File: config.mk
export PLATFORM = sky130hd
export DESIGN_NAME = hk628_voice_scheduler
export DESIGN_NICKNAME = d
export VERILOG_FILES = /design/src/rtl/hk628_voice_scheduler.sv
export SDC_FILE = /design/constraint.sdc
export NUM_CORES = 1
export LEC_CHECK = 0
export ABC_CLOCK_PERIOD_IN_PS = 3790
export CORE_UTILIZATION = 60
export CTS_CLUSTER_DIAMETER = 50
export CTS_CLUSTER_SIZE = 10
export DETAILED_ROUTE_END_ITERATION = 10
export PLACE_DENSITY = 0.77
export SLEW_MARGIN = 40
export SYNTH_ARGS = -nofsm -noshare
export SYNTH_HDL_FRONTEND = slang
export SYNTH_SLANG_ARGS = --single-unit
File: constraint.sdc
create_clock -name CLK_50M -period 3.79 [get_ports CLK_50M]
set_input_delay 0.758 -clock CLK_50M [delete_from_list [all_inputs] [get_ports CLK_50M]]
set_output_delay 0.758 -clock CLK_50M [all_outputs]
set_load 0.05 [all_outputs]
File: src/rtl/hk628_voice_scheduler.sv
// HK628 voice scheduler: debounces eight sound buttons, queues note requests and
// dispatches them onto a small pool of timed tone voices. Optional macro: HK628_VOICE_STEAL_EN.
module hk628_voice_scheduler #(
    parameter int NUM_VOICES   = 2,
    parameter int DEBOUNCE_CYC = 250000,
    parameter int NOTE_CYC     = 12500000,
    parameter int FIFO_DEPTH   = 4
) (
    input  logic                         CLK_50M,
    input  logic                         RESET,
    input  logic [7:0]                   btn,
    input  logic                         low_batt,
    output logic [NUM_VOICES-1:0]        voice_en,
    output logic [3*NUM_VOICES-1:0]      voice_tone,
    output logic [NUM_VOICES-1:0]        voice_start,
    output logic [$clog2(FIFO_DEPTH):0]  fifo_level,
    output logic                         overrun
);

    localparam int AW    = $clog2(FIFO_DEPTH);
    localparam int LW    = AW + 1;
    localparam int CNT_W = $clog2(2 * NOTE_CYC + 1);
    localparam int DB_W  = (DEBOUNCE_CYC > 1) ? $clog2(DEBOUNCE_CYC) : 1;

    localparam logic [CNT_W-1:0] LOAD_NORM = CNT_W'(NOTE_CYC);
    localparam logic [CNT_W-1:0] LOAD_LOW  = CNT_W'(2 * NOTE_CYC);
    localparam logic [DB_W-1:0]  DB_RELOAD = DB_W'(DEBOUNCE_CYC - 1);
    localparam logic [LW-1:0]    FIFO_FULL = LW'(FIFO_DEPTH);

    logic [7:0]      sync1;
    logic [7:0]      sync2;
    logic [7:0]      deb;
    logic [7:0]      deb_q;
    logic [DB_W-1:0] db_cnt [8];

    logic [7:0]      rise;
    logic [7:0]      pend;
    logic [7:0]      pend_clr;
    logic            enq;
    logic [2:0]      enq_code;

    logic [2:0]      fifo_mem [FIFO_DEPTH];
    logic [AW-1:0]   wr_ptr;
    logic [AW-1:0]   rd_ptr;
    logic            fifo_full;
    logic            fifo_empty;
    logic [2:0]      head;

    logic [CNT_W-1:0]      cnt [NUM_VOICES];
    logic [NUM_VOICES-1:0] elig;
    logic [NUM_VOICES-1:0] hit;
    logic [NUM_VOICES-1:0] free_v;
    logic [NUM_VOICES-1:0] disp;
    logic                  pop;

    // Debounce: down-counter reloads while the synchronized level agrees with
    // the accepted level; the accepted level flips on terminal count.
    always_ff @(posedge CLK_50M) begin
        if (RESET) begin
            sync1 <= '0;
            sync2 <= '0;
            deb   <= '0;
            deb_q <= '0;
            for (int i = 0; i < 8; i++) begin
                db_cnt[i] <= '0;
            end
        end else begin
            sync1 <= btn;
            sync2 <= sync1;
            deb_q <= deb;
            for (int i = 0; i < 8; i++) begin
                if (sync2[i] == deb[i]) begin
                    db_cnt[i] <= DB_RELOAD;
                end else if (db_cnt[i] == '0) begin
                    deb[i]    <= sync2[i];
                    db_cnt[i] <= DB_RELOAD;
                end else begin
                    db_cnt[i] <= db_cnt[i] - DB_W'(1);
                end
            end
        end
    end

    assign rise = deb & ~deb_q;

    always_comb begin
        enq      = 1'b0;
        enq_code = '0;
        pend_clr = '0;
        if (!fifo_full) begin
            for (int i = 0; i < 8; i++) begin
                if (pend[i] && !enq) begin
                    enq         = 1'b1;
                    enq_code    = 3'(i);
                    pend_clr[i] = 1'b1;
                end
            end
        end
    end

    // An edge landing on a still-set pending bit is lost, even if that bit
    // is being enqueued in the same cycle.
    always_ff @(posedge CLK_50M) begin
        if (RESET) begin
            pend    <= '0;
            overrun <= 1'b0;
        end else begin
            pend <= (pend & ~pend_clr) | (rise & ~pend);
            if (|(rise & pend)) begin
                overrun <= 1'b1;
            end
        end
    end

    assign fifo_full  = (fifo_level == FIFO_FULL);
    assign fifo_empty = (fifo_level == '0);
    assign head       = fifo_mem[rd_ptr];

    always_ff @(posedge CLK_50M) begin
        if (enq) begin
            fifo_mem[wr_ptr] <= enq_code;
        end
    end

    always_ff @(posedge CLK_50M) begin
        if (RESET) begin
            wr_ptr     <= '0;
            rd_ptr     <= '0;
            fifo_level <= '0;
        end else begin
            if (enq) begin
                wr_ptr <= wr_ptr + AW'(1);
            end
            if (pop) begin
                rd_ptr <= rd_ptr + AW'(1);
            end
            case ({enq, pop})
                2'b10:   fifo_level <= fifo_level + LW'(1);
                2'b01:   fifo_level <= fifo_level - LW'(1);
                default: fifo_level <= fifo_level;
            endcase
        end
    end

    always_comb begin
        elig   = '0;
        hit    = '0;
        free_v = '0;
        for (int v = 0; v < NUM_VOICES; v++) begin
            elig[v]   = !low_batt || (v == 0);
            hit[v]    = elig[v] && voice_en[v] && (voice_tone[3*v +: 3] == head);
            free_v[v] = elig[v] && !voice_en[v];
        end
    end

`ifdef HK628_VOICE_STEAL_EN
    logic [NUM_VOICES-1:0] steal_oh;
    logic [CNT_W-1:0]      best_cnt;
    logic                  best_found;

    // Strict less-than keeps ties on the lowest index.
    always_comb begin
        steal_oh   = '0;
        best_cnt   = '0;
        best_found = 1'b0;
        for (int v = 0; v < NUM_VOICES; v++) begin
            if (elig[v] && (!best_found || cnt[v] < best_cnt)) begin
                steal_oh    = '0;
                steal_oh[v] = 1'b1;
                best_cnt    = cnt[v];
                best_found  = 1'b1;
            end
        end
    end
`endif

    always_comb begin
        disp = '0;
        pop  = 1'b0;
        if (!fifo_empty) begin
            if (|hit) begin
                for (int v = 0; v < NUM_VOICES; v++) begin
                    if (hit[v] && !pop) begin
                        disp[v] = 1'b1;
                        pop     = 1'b1;
                    end
                end
            end else if (|free_v) begin
                for (int v = 0; v < NUM_VOICES; v++) begin
                    if (free_v[v] && !pop) begin
                        disp[v] = 1'b1;
                        pop     = 1'b1;
                    end
                end
            end
`ifdef HK628_VOICE_STEAL_EN
            else begin
                disp = steal_oh;
                pop  = 1'b1;
            end
`endif
        end
    end

    // Dispatch outranks expiry and the low-battery cut on the same voice.
    always_ff @(posedge CLK_50M) begin
        if (RESET) begin
            voice_en    <= '0;
            voice_tone  <= '0;
            voice_start <= '0;
            for (int v = 0; v < NUM_VOICES; v++) begin
                cnt[v] <= '0;
            end
        end else begin
            for (int v = 0; v < NUM_VOICES; v++) begin
                voice_start[v] <= disp[v];
                if (disp[v]) begin
                    voice_en[v]          <= 1'b1;
                    voice_tone[3*v +: 3] <= head;
                    cnt[v]               <= low_batt ? LOAD_LOW : LOAD_NORM;
                end else if (low_batt && v != 0) begin
                    voice_en[v] <= 1'b0;
                end else if (voice_en[v]) begin
                    if (cnt[v] == '0) begin
                        voice_en[v] <= 1'b0;
                    end else begin
                        cnt[v] <= cnt[v] - CNT_W'(1);
                    end
                end
            end
        end
    end

endmodule

==> flow_summary_export.csv, run 1 <==
group,metric,value,unit
logic_synthesis,syn_area_per_cell,11.2,µm²
detailed_routing,drc,0,
clock_tree,cts_sinks,266,
timing,setup_ws,0.425,ns
power,p_per_area,573,nW/µm²
clock_tree,cts_tree,"built",
clock_tree,path_clk_slew,0.05,ns
detailed_routing,drt-pass1-iter-count,4,
power,pwr-share-seq,44.2,%
clock_tree,cts_root_buf,"clkbuf_16",
timing,rsz0062_at_grt,"false",
detailed_routing,viasPerCell,5.30,
floorplan,initial_core_util,61.3,%
timing,hold_violations,0,
power,totalPowerFinal,8.89,mW
timing,setup_tns,0,ns
global_route,grt_pass1_wl,39.9,mm
place,gp_congestion,0.792,
floorplan,coreArea,21800,µm²
logic_synthesis,ys.flop_type,"edfxtp_1",
logic_synthesis,synth-seq-area-share,55.2,%
power,vdd_drop_max,0.000389,V
place,post-place-ws,0.341,ns
clock_tree,htreeDepth,2,
logic_synthesis,synth_top_area_share,46.3,%
layout,final_nets,1399,
timing,tightest_slew,0.689,ns
critical_path,cp_max_fo,4,
layout,final_util,71.1,%
critical_path,path_common_cell,"a21oi_1",
timing,fmax,0.297,GHz
logic_synthesis,netlist_instances,1195,
clock_tree,cts_setup_buffers,0,
detailed_routing,routed_wirelength,23.4,mm
detailed_routing,post_drt_wl_per_cell,14.0,µm
layout,drive_above_1_share,8.39,%
power,clockPowerShare,34.9,%
clock_tree,clk_latency,0.50,ns
timing,report.final.slew_viol_count,0,
timing,finalClockSkew,0.0139,ns
timing,setup_violations,0,
logic_synthesis,synth_area_leaders,"edfxtp_1 (46%), dfxtp_1 (9.0%), xnor2_1 (7.7%)",
logic_synthesis,netlist_area,13400,µm²
layout,final_common_cell,"edfxtp_1",
layout,multi_input_area,6220,µm²
global_route,track_usage,21.6,%
critical_path,start_kind,"register",
floorplan,die-area,22900,µm²
clock_tree,holdBufCountCts,0,
logic_synthesis,yosysWarnings,0,
critical_path,crit_arrival,3.79,ns
power,power_switching,2.61,mW
logic_synthesis,synth.distinct_cells,77,
logic_synthesis,synth_edf_count,206,
global_route,grt_overflow,0,
power,leakage,5.41,nW
logic_synthesis,synth_area_leader_cell,"edfxtp_1",
power,swShare,29.4,%
place,placed_area,14400,µm²
timing,post-route-period-util,88.8,%
run,maxCapViolations,0,
global_route,grt_max_degree,98,
floorplan,ios,25,
hold_path,hp-class,"reg2reg",
layout,antennaDiodeCount,0,
place,dpl.hpwl,15.8,mm
clock_tree,cts_buffers,35,
logic_synthesis,async_reset_ff_share,0,%
floorplan,dieWidth,151,µm
detailed_routing,drtAntennaViolNets,0,
critical_path,endpoint_kind,"register",
critical_path,cp_slowest_stage_delay,0.60,ns
clock_tree,cts_resized,0,
place,port_buffers,24,
timing,relSlewSlack,53.9,%
critical_path,critPathRequiredTime,4.22,ns
logic_synthesis,synth-seq-cells,266,
floorplan,die_height,151,µm
outcome,outcome,"finished, final reports clean",
layout,fillers,1551,
global_route,grt_pass1_vias,8681,
critical_path,worstPathCellList,"mux4_2 > xnor2_1 > nand4_2 > a21oi_1 > ha_1 > inv_1 > fa_1 > xor2_1 > or3_1 > a21oi_1",
layout,stdcell_area,15500,µm²
layout,ff_latch_area,7390,µm²
power,p_int,6.28,mW
global_route,antenna_found_initial,0,
layout,area_delta_synth_final,16.0,%
critical_path,cp_slowest_cell,"mux4_2",
detailed_routing,drt-initial-drc-count,521,
critical_path,crit_type,"reg2reg",
clock_tree,clockBufferDepth,3,
floorplan,rows,54,
timing,min_period,3.36,ns
detailed_routing,num_vias,8883,
layout,final_cell_mix,"edfxtp_1 (206), nor2_1 (172), conb_1 (144)",
power,p_comb_share,20.9,%
[metrics by stage]
| step | instances | hold WS, ns |
|---|---|---|
| final | 1675 | 0.439 |
| after global routing | 1675 | 0.460 |
| after CTS | 1675 | 0.450 |
| after detailed placement | 1613 | 0.435 |
| after global placement | 1613 | 0.430 |
| after floorplan | 1338 | 0.414 |
[power groups by stage]
stage	clock (mW)	combinational, mW	sequential, mW
after CTS	3.18	1.85	3.93
after floorplan	0	1.38	4.03
after global routing	3.30	2.02	3.98
after global placement	0	1.77	3.96
after detailed placement	0	1.82	3.98
final	3.11	1.85	3.93
[cell type report]
type | count | area share, %
clock buffers | 58 | 7.01
flip-flops and latches | 266 | 47.6
multi-input cells | 1000 | 40.1
clock inverters | 4 | 0.161
well taps | 280 | 2.26
repair buffers | 33 | 2.05
inverters | 34 | 0.823
[kinds of logic after synthesis]
logic type	count (synthesis)	share of synthesized area, %
AND/OR/NAND/NOR	470	18.5
XOR/XNOR	175	11.6
adder cells (fa/ha/maj)	18	1.74
AO/OA/AOI/OAI	178	9.06
buffers and inverters	72	2.39
flip-flops	266	55.2
other	1	0.0280
multiplexers	15	1.40
[metal layers]
metal / vias up / GRT usage (%) / part of all wire [%]
met4: 0 / 6.65 / 2.2
li1: 4526 / - / -
met3: 41 / 4.16 / 4.0
met1: 4189 / 28.2 / 45
met5: - / 0 / 0
met2: 127 / 36.4 / 49
[worst max-delay path, delay by kind of cell (launching register included)]
family	cells	cell delay [ns]
xor gates and xnor gates	2	0.42
DFF	1	0.41
and+or+nand+nor	2	0.54
AOI/OAI and AO/OA	2	0.56
muxes	1	0.60
adders and majority gates	2	0.67
buffers and inverters	1	0.08
[synth_stat cells, types with 11 or more instances]
cell and n:
nand2_1 56, and2_1 11, mux2i_1 12, or3_1 24, nor2_1 172, a21oi_1 100, nor3_1 52, nor4_1 29
nand3b_1 13, o21ai_0 14, clkbuf_1 22, edfxtp_1 206, xor2_1 55, ha_1 17, inv_1 33, dfxtp_1 60
xnor2_1 117, or4_1 24, nor2b_1 33
[state kept, by name (all words and copies together), names as in the netlist, named ones only]
name,flops
voice_start,2
overrun,1
cnt,50
wr_ptr,2
rd_ptr,2
deb_q,8
fifo_level,3
fifo_mem,12
voice_tone,6
sync1,8
pend,8
deb,8
voice_en,2
db_cnt,144
sync2,8
[worst paths after layout]
path	startpoint	to	slack, ns	cells past startpoint
setup / recovery	register	fifo_level[2]$_SDFFE_PP0P_	0.43	10
hold / removal	sync1[5]$_SDFF_PP0_	sync2[5]$_SDFF_PP0_	0.44	1
setup reg to reg	register	fifo_level[2]$_SDFFE_PP0P_	0.43	10
hold reg to reg	sync1[5]$_SDFF_PP0_	sync2[5]$_SDFF_PP0_	0.44	1
Power figures use the tool's default switching activity.
==> inputs of run 2 (changes only) <==
--- a/config.mk
+++ b/config.mk
@@ -11,7 +11,6 @@
 export CTS_CLUSTER_SIZE = 10
 export DETAILED_ROUTE_END_ITERATION = 10
 export PLACE_DENSITY = 0.77
-export SLEW_MARGIN = 40
 export SYNTH_ARGS = -nofsm -noshare
 export SYNTH_HDL_FRONTEND = slang
 export SYNTH_SLANG_ARGS = --single-unit
==> run 2 against run 1 <==
Compared with the run above:
- final area decreased by 0.23%
- largest power group unchanged
- utilization decreased by 0.17 points
- first-iteration DRC count fell by 7.7%
==> flow_summary_export.csv, run 2 (same netlist as run 1, synthesis figures left out) <==
group,metric,value,unit
layout,largestRegisters,"db_cnt (144), cnt (50), fifo_mem (12)",
global_route,met1_usage,27.7,%
global_route,grt_pass1_vias,8691,
critical_path,reg2reg_slack,0.50,ns
critical_path,endpoint_kind,"register",
hold_path,hold-path-cell-count,1,
clock_tree,cts_sinks,266,
place,gp_congestion,0.792,
layout,drive_above_1_share,8.12,%
timing,min_period,3.29,ns
critical_path,r2r-end,"fifo_level[2]$_SDFFE_PP0P_",
timing,report.final.slew_viol_count,0,
critical_path,cp_top_family,"adder cells",
global_route,grt.busiest_layer,"met2",
outcome,outcome,"finished, final reports clean",
clock_tree,cts_buffers,35,
critical_path,cp_max_fo,4,
power,p_per_area,572,nW/µm²
global_route,gr-usage-met2,37.0,%
place,dpl.hpwl,15.7,mm
timing,post-route-period-util,86.8,%
power,swShare,29.2,%
critical_path,worstPathCellList,"mux4_2 > xnor2_1 > nand4_2 > a21oi_1 > ha_1 > inv_1 > fa_1 > xor2_1 > or3_1 > a21oi_1",
detailed_routing,drtAntennaViolNets,0,
clock_tree,cts_root_buf,"clkbuf_16",
timing,setup_ws,0.501,ns
layout,final_cell_mix,"edfxtp_1 (206), nor2_1 (172), conb_1 (144)",
critical_path,crit_arrival,3.71,ns
power,power_switching,2.58,mW
layout,largest_register_ffs,144,
power,vdd_drop_max,0.000384,V
critical_path,start_kind,"register",
hold_path,min_to,"sync2[7]$_SDFF_PP0_",
detailed_routing,drt-initial-drc-count,481,
floorplan,die_height,151,µm
clock_tree,clk_latency,0.50,ns
place,post-place-ws,0.344,ns
timing,rsz0062_at_grt,"false",
floorplan,initial_core_util,61.3,%
timing,relSlewSlack,30.7,%
critical_path,path_common_cell,"a21oi_1",
global_route,grt_overflow,0,
global_route,grt_max_degree,98,
critical_path,cp_slowest_cell,"mux4_2",
detailed_routing,num_vias,8907,
critical_path,reg2reg_depth,10,
power,leakage,5.40,nW
timing,hold_violations,0,
global_route,antenna_found_initial,0,
place,port_buffers,24,
global_route,grt_util_met3,3.95,%
layout,largest-register,"db_cnt",
detailed_routing,post_drt_wl_per_cell,14.1,µm
hold_path,hp-class,"reg2reg",
detailed_routing,viasPerCell,5.33,
layout,fillers,1576,
detailed_routing,drc,0,
critical_path,path_depth,10,
power,pwr-share-seq,44.4,%
critical_path,crit_type,"reg2reg",
critical_path,cp_slowest_stage_delay,0.61,ns
clock_tree,clockBufferDepth,3,
timing,setup_violations,0,
floorplan,ios,25,
power,clockPowerShare,35.0,%
clock_tree,htreeDepth,2,
run,maxCapViolations,0,
floorplan,coreArea,21800,µm²
clock_tree,cts_tree,"built",
clock_tree,path_clk_slew,0.05,ns
power,p_comb_share,20.7,%
timing,tightest_slew,1.03,ns
floorplan,dieWidth,151,µm
layout,final_nets,1399,
floorplan,rows,54,
layout,stdcell_area,15500,µm²
floorplan,die-area,22900,µm²
hold_path,holdCritStartpoint,"sync1[7]$_SDFF_PP0_",
global_route,grt_pass1_wl,39.8,mm
clock_tree,cts_resized,0,
layout,stdcell_count,1671,
timing,finalClockSkew,0.00955,ns
place,placed_area,14400,µm²
detailed_routing,routed_wirelength,23.5,mm
place,placedCellCount,1613,
critical_path,path_buf_inv,1,
global_route,track_usage,21.6,%
clock_tree,cts_setup_buffers,0,
layout,antennaDiodeCount,0,
power,p_int,6.27,mW
layout,area_delta_synth_final,15.7,%
detailed_routing,drt-pass1-iter-count,4,
timing,setup_tns,0,ns
layout,final_common_cell,"edfxtp_1",
critical_path,critPathRequiredTime,4.21,ns
timing,fmax,0.304,GHz
clock_tree,holdBufCountCts,0,
## run 2: worst max path at each step
stage	end
floorplan	cnt[0][0]$_SDFFCE_PN0P_
global placement	fifo_level[2]$_SDFFE_PP0P_
detailed placement	fifo_level[2]$_SDFFE_PP0P_
CTS	fifo_level[2]$_SDFFE_PP0P_
global route	fifo_level[2]$_SDFFE_PP0P_
finish	fifo_level[2]$_SDFFE_PP0P_
## run 2: power by group through the flow
stage | Combinational, mW | Sequential, mW | Clock (mW)
final | 1.83 | 3.93 | 3.10
after CTS | 1.83 | 3.93 | 3.16
after floorplan | 1.38 | 4.03 | 0
after detailed placement | 1.81 | 3.98 | 0
after global routing | 2.01 | 3.98 | 3.29
after global placement | 1.77 | 3.96 | 0
## run 2: area by class of cell
| cell class | count | area (µm²) | share of cell area (%) |
|---|---|---|---|
| sequential | 266 | 7390 | 47.7 |
| multi-input combinational | 1000 | 6200 | 40.1 |
| clock buffer | 53 | 1040 | 6.70 |
| tap | 280 | 350 | 2.26 |
| timing repair buffer | 33 | 318 | 2.05 |
| inverter | 34 | 128 | 0.824 |
| clock inverter | 5 | 56.3 | 0.364 |
## run 2: metal layers
metal  part of all wire (%)  wire, µm
met3                    3.6       839
met4                    1.7       410
met2                     49     11600
met5                      0         0
met1                     46     10700
## run 2: through the flow
step                hold WS, ns  utilization [%]  power [mW]
detailed placement        0.437             65.9        5.79
global route              0.464             70.9        9.27
floorplan                 0.414                -        5.41
finish                    0.453             70.9        8.86
global placement          0.430             65.9        5.74
CTS                       0.456             70.9        8.92
